**config.mk**
```make
export PLATFORM = sky130hd
export DESIGN_NAME = booth_mul_seq
export DESIGN_NICKNAME = d
export VERILOG_FILES = /design/src/rtl/booth_mul_seq.sv
export SDC_FILE = /design/constraint.sdc
export NUM_CORES = 1
export LEC_CHECK = 0
export ABC_AREA = 0
export CAP_MARGIN = 10
export CORE_AREA = 2 2 100 199
export CTS_CLUSTER_SIZE = 40
export DETAILED_ROUTE_END_ITERATION = 8
export DIE_AREA = 0 0 102 201
export GPL_TIMING_DRIVEN = 1
export PLACE_DENSITY = 0.74
export SYNTH_ARGS = -nofsm -noshare
export SYNTH_HDL_FRONTEND = slang
export SYNTH_SLANG_ARGS = --single-unit
```
**constraint.sdc**
```tcl
create_clock -name clk -period 8.1 [get_ports clk]
set_input_delay 1.215 -clock clk [delete_from_list [all_inputs] [get_ports clk]]
set_output_delay 1.215 -clock clk [all_outputs]
set_load 0.01 [all_outputs]
```
**src/rtl/booth_mul_seq.sv**
```systemverilog
// rtl/booth_mul_seq.sv - iterative radix-4 Booth multiplier, one digit per clock
module booth_mul_seq #(
    parameter int WIDTH = 16
) (
    input  logic                 clk,
    input  logic                 rst,
    input  logic                 in_valid,
    output logic                 in_ready,
    input  logic [WIDTH-1:0]     m_i,
    input  logic [WIDTH-1:0]     n_i,
    input  logic                 signed_i,
    input  logic                 abort_i,
    output logic                 out_valid,
    input  logic                 out_ready,
    output logic [2*WIDTH-1:0]   p_o,
    output logic                 busy_o
);

    localparam int DIGITS = WIDTH / 2 + 1;
    localparam int PW     = 2 * WIDTH + 2;
    localparam int NW     = WIDTH + 2;
    localparam int CW     = $clog2(DIGITS);
    localparam logic [CW-1:0] LAST = CW'(DIGITS - 1);
    localparam logic [CW-1:0] CNT_ONE = CW'(1);
    localparam logic [PW-1:0] ONE = PW'(1);

    typedef enum logic [1:0] {IDLE, CALC, DONE} state_t;

    state_t          state;
    // Multiplicand pre-shifted by 2j, so the adder always sees an aligned operand.
    logic [PW-1:0]   mcand;
    // Multiplier shifted right by 2 per digit; its low two bits form the current triplet.
    logic [NW-1:0]   mplier;
    // Bit n[2j-1] carried over from the previous digit (0 for the first digit).
    logic            nprev;
    logic [PW-1:0]   acc;
    logic [CW-1:0]   cnt;
    logic [2:0]      trip;
    logic [PW-1:0]   addend;
    logic [PW-1:0]   sum;

    // Booth recoding of the current triplet and the single accumulator adder.
    always_comb begin
        trip   = {mplier[1:0], nprev};
        addend = '0;
        case (trip)
            3'b001, 3'b010: addend = mcand;
            3'b011:         addend = mcand << 1;
            3'b100:         addend = ~(mcand << 1) + ONE;
            3'b101, 3'b110: addend = ~mcand + ONE;
            default:        addend = '0;
        endcase
        sum = acc + addend;
    end

    // Control FSM and datapath registers; reset outranks abort and handshakes.
    always_ff @(posedge clk) begin
        if (rst) begin
            state     <= IDLE;
            in_ready  <= 1'b1;
            out_valid <= 1'b0;
            busy_o    <= 1'b0;
            p_o       <= '0;
            mcand     <= '0;
            mplier    <= '0;
            nprev     <= 1'b0;
            acc       <= '0;
            cnt       <= '0;
        end else begin
            case (state)
                IDLE: begin
                    if (in_valid) begin
                        state    <= CALC;
                        in_ready <= 1'b0;
                        busy_o   <= 1'b1;
                        mcand    <= {{(WIDTH + 2){signed_i & m_i[WIDTH-1]}}, m_i};
                        mplier   <= {{2{signed_i & n_i[WIDTH-1]}}, n_i};
                        nprev    <= 1'b0;
                        acc      <= '0;
                        cnt      <= '0;
                    end
                end
                CALC: begin
                    if (abort_i) begin
                        state    <= IDLE;
                        in_ready <= 1'b1;
                        busy_o   <= 1'b0;
                    end else begin
                        acc    <= sum;
                        mcand  <= mcand << 2;
                        mplier <= mplier >> 2;
                        nprev  <= mplier[1];
                        cnt    <= cnt + CNT_ONE;
                        if (cnt == LAST) begin
                            state     <= DONE;
                            out_valid <= 1'b1;
                            p_o       <= sum[2*WIDTH-1:0];
                        end
                    end
                end
                DONE: begin
                    if (abort_i || out_ready) begin
                        state     <= IDLE;
                        out_valid <= 1'b0;
                        in_ready  <= 1'b1;
                        busy_o    <= 1'b0;
                    end
                end
                default: begin
                    state     <= IDLE;
                    out_valid <= 1'b0;
                    in_ready  <= 1'b1;
                    busy_o    <= 1'b0;
                end
            endcase
        end
    end

endmodule

```
==> results of run 1 <==
==> registers in the layout, summed over array words and instances (netlist names) <==
register and count:
mplier 17, cnt 4, busy_o 1, mcand 32
in_ready 1, p_o 32, out_valid 1, nprev 1
state 2, acc 32
==> worst max-delay path, cell delays in order (launching register included) <==
cell      delay (ns)
dfxtp_1         0.35
inv_1           0.10
ha_1            0.20
or4b_1          0.52
or2_2           0.39
nor2b_2         0.27
nand3_1         0.21
o31ai_1         0.28
xnor2_1         0.12
a221oi_1        0.31
a31oi_1         0.10
ha_1            0.42
a21o_1          0.22
a21oi_1         0.21
and4b_1         0.22
a22oi_1         0.14
a31oi_1         0.44
mux2_2          0.39
a2111o_1        0.33
==> final timing paths <==
check | depth (start not counted) | to | start | slack, ns
max | 18 | p_o[31] | mcand[0] | 2.78
min reg2reg | 2 | p_o[6] | p_o[6] | 0.45
max reg2reg | 18 | p_o[31] | mcand[0] | 2.78
min | 2 | p_o[6] | p_o[6] | 0.45
==> per-layer routing <==
layer  GRT usage  up-vias
met4      0.0705        0
li1            -     4018
met3      0.0320       41
met5           0        -
met1       0.289     3830
met2       0.392      299
==> cell type report <==
cell class	count	area, um2
timing repair buffer	83	801
tap	259	324
fill	1840	9400
sequential	123	2460
multi-input combinational	859	5370
inverter	24	90.1
clock buffer	18	429
clock inverter	14	220
==> power groups by stage <==
stage	Combinational (mW)	Clock [mW]	Sequential [mW]
after CTS	0.312	0.858	0.651
after global placement	0.304	0	0.663
final	0.315	0.846	0.651
after floorplan	0.246	0	0.646
after global routing	0.347	0.885	0.654
after detailed placement	0.310	0	0.664
==> metrics by stage <==
stage	power, mW	std cells	utilization	hold WS (ns)	setup slack [ns]
3_3_place_gp	0.967	1348	0.474	0.441	3.01
3_5_place_dp	0.974	1348	0.474	0.446	2.85
4_1_cts	1.82	1380	0.508	0.454	2.85
5_1_grt	1.89	1380	0.508	0.465	2.35
6_report	1.81	1380	0.508	0.450	2.78
2_1_floorplan	0.892	1099	-	0.436	3.36
==> placed cells by master (no fill, tap or decap), drive strengths merged, types with 11 or more instances in the layout <==
cell | Yosys | layout
nand2 | 155 | 155
dfxtp | 123 | 123
a21oi | 107 | 107
nor2 | 91 | 91
clkdlybuf4s50 | 0 | 71
a22oi | 67 | 67
o21ai | 49 | 49
xnor2 | 37 | 37
ha | 34 | 34
xor2 | 28 | 28
a31oi | 25 | 25
nand3 | 24 | 24
inv | 23 | 24
nand3b | 23 | 23
nor3 | 23 | 23
a221oi | 22 | 22
clkbuf | 74 | 18
nand4 | 17 | 17
or3 | 12 | 12
buf | 19 | 12
nand2b | 11 | 11
==> cells by family (layout without fill, tap and decap cells) <==
kind of cell | count (synthesis) | in the layout | share of synthesized area
simple gates | 405 | 405 | 0.241
flops | 123 | 123 | 0.298
mux | 8 | 8 | 0.0103
compound gates | 346 | 346 | 0.273
fa+ha+maj | 35 | 35 | 0.0538
xor+xnor | 65 | 65 | 0.0688
buf+inv | 117 | 139 | 0.0554
==> impl_metrics.yaml, run 1 <==
run_status:
  status: "finished clean"
synth:
  seq_area_frac_synth: 0.298
  yosysMostFrequentCell: "nand2_1"
  synthTopCellsByCount: "nand2_1, dfxtp_1, a21oi_1"
  post-synth-top-area-cell: "dfxtp_1"
  ys_seq_elements: 123
  synth_fp_nets: 1172
  syn_avg_cell_area_um2: 7.53
  synth-edff-count: 0
  syn_inst: 1099
  ys.flop_type: "dfxtp_1"
  synth_top_cells_by_area: "dfxtp_1, nand2_1, a21oi_1"
  netlist_area_um2: 8270
  yosysWarningCount: 0
  synth.distinct_cells: 70
  yosysTopAreaCellShare: 0.298
  async_flop_share: 0
timing:
  setup_tns_ns: 0
  relSlewSlack: 0.437
  rsz0062_at_grt: "false"
  timing.fmax_mhz: 188
  hold_violations: 0
  slew_viol_final: 0
  finalCriticalPeriod_ns: 5.32
  setup_violations: 0
  clock_skew_ns: 0.00824
  finalCritPeriodShare: 0.657
  worstMarginPinSlew_ns: 0.845
placement:
  place_congestion: 0.975
  portBuffers: 72
  dpl.hpwl_um: 16400
  dpl_cell_area_um2: 9050
worst_hold_path:
  hp-class: "reg2reg"
cells_and_area:
  nNetsFinal: 1181
  n_antenna_cell: 0
  drive_gt1_frac: 0.0616
  final_cell_area_um2: 9700
  area.growth.synth_to_final_pct: 17.3
power_and_ir_drop:
  p_switching_uw: 519
  power.internal_mw: 1.29
  seqPwrFrac: 0.359
  power.share.clock: 0.467
  power_frac_comb: 0.174
  ir_drop_mv: 0.140
  swShare: 0.286
  leakage_nw: 3.50
  powerDensity_nw_per_um2: 187
setup_path:
  crit_required_ns: 8.41
  criticalPathCategory: "reg2reg"
  endpoint_kind: "flip-flop"
  path_max_fanout: 8
  startpoint_type: "flip-flop"
  cp.arrival_ns: 5.64
drt:
  wl_per_cell_um: 16.8
  ant_nets: 0
  drt-initial-drc-count: 604
  wirelength_um: 23100
  first_pass_iters: 5
  vias: 8188
  top_layer: "met4"
  wl_met1_um: 9640
  wl_met2_um: 11700
  route.detailed.drc: 0
  viasPerCell: 5.93
  met3_length_um: 1300
floorplanning:
  num_rows: 72
  core_area_um2: 19100
  die_w_um: 102
  fp.dieArea_um2: 20500
  start_util: 0.433
  die_h_um: 201
  boundaryPins: 73
flow_run:
  cap_violations: 0
clock_network:
  path_clk_slew_ns: 0.06
  cts_tree: "yes"
  htree_levels: 4
  cts.sinks: 123
  hold_buffers: 0
  cts_setup_buffers: 0
  clock-root-buffer: "clkbuf_16"
  clk_latency_ns: 0.43
  cts_buffer_depth: 2
  cts_resized: 0
  cts_buffers: 17
global_route:
  grtUsageTotal: 0.228
  grt_antenna_before_repair: 0
  grt_max_degree: 77
  first_global_vias: 7505
  globalRoute.totalOverflow: 0
  grt_pass1_wl_um: 37800
Power figures use the tool's default switching activity.
==> run 2: changes to the inputs <==
==> constraint.sdc (replaced) <==
create_clock -name clk -period 5.2 [get_ports clk]
set_input_delay 0.78 -clock clk [delete_from_list [all_inputs] [get_ports clk]]
set_output_delay 0.78 -clock clk [all_outputs]
set_load 0.01 [all_outputs]
==> run 2 against run 1 <==
Effect of this change: largest power group unchanged; final area grew 1.9%; sequential power grew 55%; wire length grew 2.6%; utilization grew 0.97 points; die area is the same; clock skew grew 0.0032 ns; critical path depth shrank 2; sequential share of layout area shrank 0.48 points; total power grew 56%; register-to-register slack lost 2.5 ns; hold slack is essentially flat.
==> impl_metrics.yaml, run 2 (synthesis gave the netlist of run 1 again) <==
run_status:
  status: "finished clean"
global_route:
  grtUsageTotal: 0.234
  first_global_vias: 7922
  globalRoute.totalOverflow: 0
  grt_pass1_wl_um: 39000
  grt_antenna_before_repair: 0
  grt_max_degree: 85
cells_and_area:
  drive_gt1_frac: 0.0852
  seqCellArea_um2: 2460
  area.growth.synth_to_final_pct: 19.5
  layout.cells.non_filler: 1397
  multi_input_area_um2: 5440
  fillers: 1862
  final_common_cell: "nand2_1"
  n_antenna_cell: 0
  reg.largest.list: "acc (32), mcand (32), p_o (32)"
  mostFrequentLayoutCells: "nand2_1, dfxtp_1, a21oi_1, nor2_1, clkdlybuf4s50_1"
  nNetsFinal: 1198
timing:
  worstMarginPinSlew_ns: 0.928
  setup_violations: 0
  finalCritPeriodShare: 0.947
  fin_ws_ns: 0.274
  finalCriticalPeriod_ns: 4.93
  clock_skew_ns: 0.0115
  hold_violations: 0
  relSlewSlack: 0.380
  timing.fmax_mhz: 203
  slew_viol_final: 0
drt:
  viasPerCell: 5.98
  vias: 8352
  drt-initial-drc-count: 514
  wl_per_cell_um: 17.0
  route.detailed.drc: 0
  first_pass_iters: 5
  ant_nets: 0
  wirelength_um: 23700
setup_path:
  crit-reg2reg-launch: "mcand[7]"
  path_max_fanout: 11
  rr_endpoint: "acc[31]"
  endpoint_kind: "flip-flop"
  startpoint_type: "flip-flop"
  worst-r2r-cell-count: 16
  cp.arrival_ns: 5.28
  crit_chain: "or4_4 > nor4_4 > nand3_1 > or4_1 > nand2_1 > xor2_1 > o221ai_1 > ha_1 > nand3_1 > nor4_2 > o21ai_1 > a22oi_2 > a31oi_2 > buf_4 > or4_1 > nand4_1"
  worst_path_max_delay_cell: "or4_4"
  r2r_slack_ns: 0.27
  max_stage_delay_ns: 0.62
  criticalPathCategory: "reg2reg"
  crit_required_ns: 5.55
worst_hold_path:
  hp-class: "reg2reg"
  hold_depth: 2
  min_to: "p_o[8]"
  hold_start: "p_o[8]"
floorplanning:
  die_h_um: 201
  fp.dieArea_um2: 20500
  core_area_um2: 19100
  num_rows: 72
  start_util: 0.433
  die_w_um: 102
  boundaryPins: 73
clock_network:
  cts.sinks: 123
  clock-root-buffer: "clkbuf_16"
  path_clk_slew_ns: 0.06
  cts_tree: "yes"
  cts_buffers: 17
  clk_latency_ns: 0.43
  htree_levels: 4
  hold_buffers: 0
  cts_buffer_depth: 2
placement:
  pre_cts_slack_ns: 0.0761
  portBuffers: 72
  dp.cells: 1362
  dpl.hpwl_um: 16900
  place_congestion: 0.954
power_and_ir_drop:
  ir_drop_mv: 0.200
  powerDensity_nw_per_um2: 287
  leakage_nw: 3.57
flow_run:
  cap_violations: 0
## run 2: critical path, delay by kind of cell, from the launching register on
family                     cells  cell delay [ns]
AOI/OAI and AO/OA              4             0.79
xor gates and xnor gates       1             0.15
adders and majority gates      1             0.52
buffers and inverters          1             0.18
DFF                            1             0.41
and+or+nand+nor                9             2.80
## run 2: routing by layer
layer | vias up | global-route usage | wire length [um]
met5 | - | 0 | 0
met2 | 320 | 0.394 | 12000
met1 | 3929 | 0.293 | 9780
li1 | 4042 | - | -
met3 | 61 | 0.0303 | 1210
met4 | 0 | 0.101 | 769
## run 2: how the worst max path moves through the flow
stage,to,depth (start not counted),startpoint
floorplan,p_o[31],19,mcand[0]
global placement,acc[31],19,mcand[0]
detailed placement,acc[31],19,mcand[0]
CTS,acc[31],19,mcand[0]
global route,acc[24],18,mcand[0]
finish,acc[31],16,mcand[7]
## run 2: final cells by class
type,count,area share
clock buffers,19,0.0458
clock inverters,13,0.0192
repair buffers,100,0.0939
well taps,259,0.0328
multi-input cells,859,0.550
flip-flops and latches,123,0.249
inverters,24,0.00911
## run 2: power by group
part / switching, mW / internal [mW] / leakage [nW]
clock network: 0.477 / 0.831 / 0.302
logic: 0.311 / 0.204 / 2.27
registers: 0.0396 / 0.972 / 0.998
## run 2: through the flow
stage	area, um2	hold slack, ns	setup TNS [ns]	util	total power, mW
floorplan	8270	0.436	0	-	1.39
global placement	9160	0.441	0	0.479	1.52
detailed placement	9160	0.447	0	0.479	1.53
CTS	9800	0.455	0	0.513	2.83
global route	9890	0.475	-0.00277	0.518	2.95
finish	9890	0.450	0	0.518	2.83
## run 2: repair_timing
action / in CTS / in global routing
setup endpoints to repair: 0 / 13
resized for setup: 0 / 19
setup buffers: 0 / 3
==> run 3: changes to the inputs <==
--- a/config.mk
+++ b/config.mk
@@ -7,12 +7,13 @@
 export LEC_CHECK = 0
 export ABC_AREA = 0
 export CAP_MARGIN = 10
-export CORE_AREA = 2 2 100 199
+export CORE_AREA = 2 2 141 143
 export CTS_CLUSTER_SIZE = 40
 export DETAILED_ROUTE_END_ITERATION = 8
-export DIE_AREA = 0 0 102 201
+export DIE_AREA = 0 0 143 145
 export GPL_TIMING_DRIVEN = 1
 export PLACE_DENSITY = 0.74
+export REMOVE_ABC_BUFFERS = 1
 export SYNTH_ARGS = -nofsm -noshare
 export SYNTH_HDL_FRONTEND = slang
 export SYNTH_SLANG_ARGS = --single-unit
==> run 3 against run 2 <==
Effect of this change: final cell count rose by 0.57%; global-route usage fell by 0.75 points; die area increased by 1.1%; register-to-register slack worse by 0.02 ns; clock power shrank 5%; clock skew is essentially flat; sequential power hardly changed; critical endpoint is now p_o[31]; largest cell class unchanged; largest power group unchanged; highest routed layer unchanged.
==> impl_metrics.yaml, run 3 (synthesis gave the netlist of run 1 again) <==
timing:
  holdWs_ns: 0.451
  fin_ws_ns: 0.256
  finalCriticalPeriod_ns: 4.94
  slew_viol_final: 0
  clock_skew_ns: 0.0118
  timing.fmax_mhz: 202
  setup_violations: 0
  finalCritPeriodShare: 0.951
  worstMarginPinSlew_ns: 0.954
  relSlewSlack: 0.363
  hold_violations: 0
cells_and_area:
  nNetsFinal: 1202
  final_common_cell: "nand2_1"
  seqCellArea_um2: 2460
  n_antenna_cell: 0
  multi_input_area_um2: 5430
  reg.largest.list: "acc (32), mcand (32), p_o (32)"
  layout.cells.non_filler: 1405
  mostFrequentLayoutCells: "nand2_1, dfxtp_1, a21oi_1, nor2_1, clkdlybuf4s50_1"
  area.growth.synth_to_final_pct: 19.4
  final_cell_area_um2: 9880
  drive_gt1_frac: 0.0842
  fillers: 1802
setup_path:
  startpoint_type: "flip-flop"
  endpoint_kind: "flip-flop"
  cp.arrival_ns: 5.26
  crit_start: "mcand[0]"
  criticalPathCategory: "reg2reg"
  crit_required_ns: 5.51
  path_max_fanout: 6
  crit-reg2reg-launch: "mcand[0]"
clock_network:
  htree_levels: 4
  cts.sinks: 123
  cts_buffers: 17
  hold_buffers: 0
  cts_buffer_depth: 2
  path_clk_slew_ns: 0.06
  clock-root-buffer: "clkbuf_16"
  clk_latency_ns: 0.43
  cts_tree: "yes"
  cts_setup_buffers: 0
floorplanning:
  boundaryPins: 73
  fp.dieArea_um2: 20700
  die_h_um: 145
  num_rows: 51
  die_w_um: 143
  start_util: 0.431
  core_area_um2: 19200
drt:
  route.detailed.drc: 0
  first_pass_iters: 5
  wirelength_um: 23400
  vias: 8303
  viasPerCell: 5.91
  ant_nets: 0
  drt-initial-drc-count: 598
  wl_per_cell_um: 16.6
power_and_ir_drop:
  finalPower_mw: 2.78
  ir_drop_mv: 0.246
  leakage_nw: 3.59
  powerDensity_nw_per_um2: 281
global_route:
  grt_pass1_wl_um: 38500
  first_global_vias: 7764
  globalRoute.totalOverflow: 0
  grtUsageTotal: 0.226
  grt_antenna_before_repair: 0
  grt_max_degree: 90
worst_hold_path:
  hold_start: "p_o[8]"
  hp-class: "reg2reg"
flow_run:
  cap_violations: 0
placement:
  dpl.hpwl_um: 15900
  pre_cts_slack_ns: 0.0729
  dpl_cell_area_um2: 9220
  portBuffers: 72
  place_congestion: 0.894
  dp.cells: 1375
run_status:
  status: "finished clean"
-- run 3: cell types whose count changed in the layout (fill, tap and decap cells not counted), sizes merged --
cell and change:
inv -2, clkinv -2, clkbuf +5, bufinv -1, buf +4, clkinvlp -2
-- run 3: metrics by stage --
step	util	setup TNS [ns]
floorplan	-	-44.59
global placement	0.480	0
global route	0.514	-0.00491
finish	0.514	0
CTS	0.512	0
detailed placement	0.480	0
-- run 3: cell type report --
| type | count | share of cell area |
|---|---|---|
| multi-input combinational | 859 | 0.549 |
| sequential | 123 | 0.249 |
| timing repair buffer | 104 | 0.0970 |
| clock buffer | 24 | 0.0508 |
| tap | 265 | 0.0336 |
| clock inverter | 6 | 0.0111 |
| inverter | 24 | 0.00912 |
-- run 3: power by group --
group | internal [mW] | switching (mW)
combinational | 0.206 | 0.312
clock | 0.811 | 0.440
sequential | 0.972 | 0.0370
-- run 3: worst paths after layout --
path              endpoint  slack (ns)  depth (start not counted)
setup / recovery   p_o[31]        0.26                         18
hold / removal      p_o[8]        0.45                          2
setup reg to reg   p_o[31]        0.26                         18
hold reg to reg     p_o[8]        0.45                          2
-- run 3: metal layers --
metal	up-vias	track usage	wire [um]
met5	-	0	0
met4	0	0.0797	546
met3	45	0.0531	1360
met2	270	0.359	11000
met1	3939	0.299	10400
li1	4049	-	-
-- run 3: critical path: stages (launching register included) --
cell and delay (ns):
dfxtp_1 0.35, inv_1 0.09, ha_1 0.20, or4b_4 0.50
or2_2 0.38, nor3_1 0.27, nand2b_1 0.16, xnor2_1 0.08
a221oi_1 0.31, a31oi_1 0.11, ha_1 0.39, a21oi_1 0.29
o21ai_1 0.13, a22oi_1 0.26, and4b_1 0.26, a22oi_2 0.12
a31oi_2 0.23, mux2_2 0.36, a2111o_1 0.33
-- run 3: timing repair --
| action | 4_1_cts | 5_1_grt |
|---|---|---|
| setup endpoints to repair | 0 | 13 |
| hold endpoints to repair | 0 | 0 |
| resized for setup | 0 | 12 |
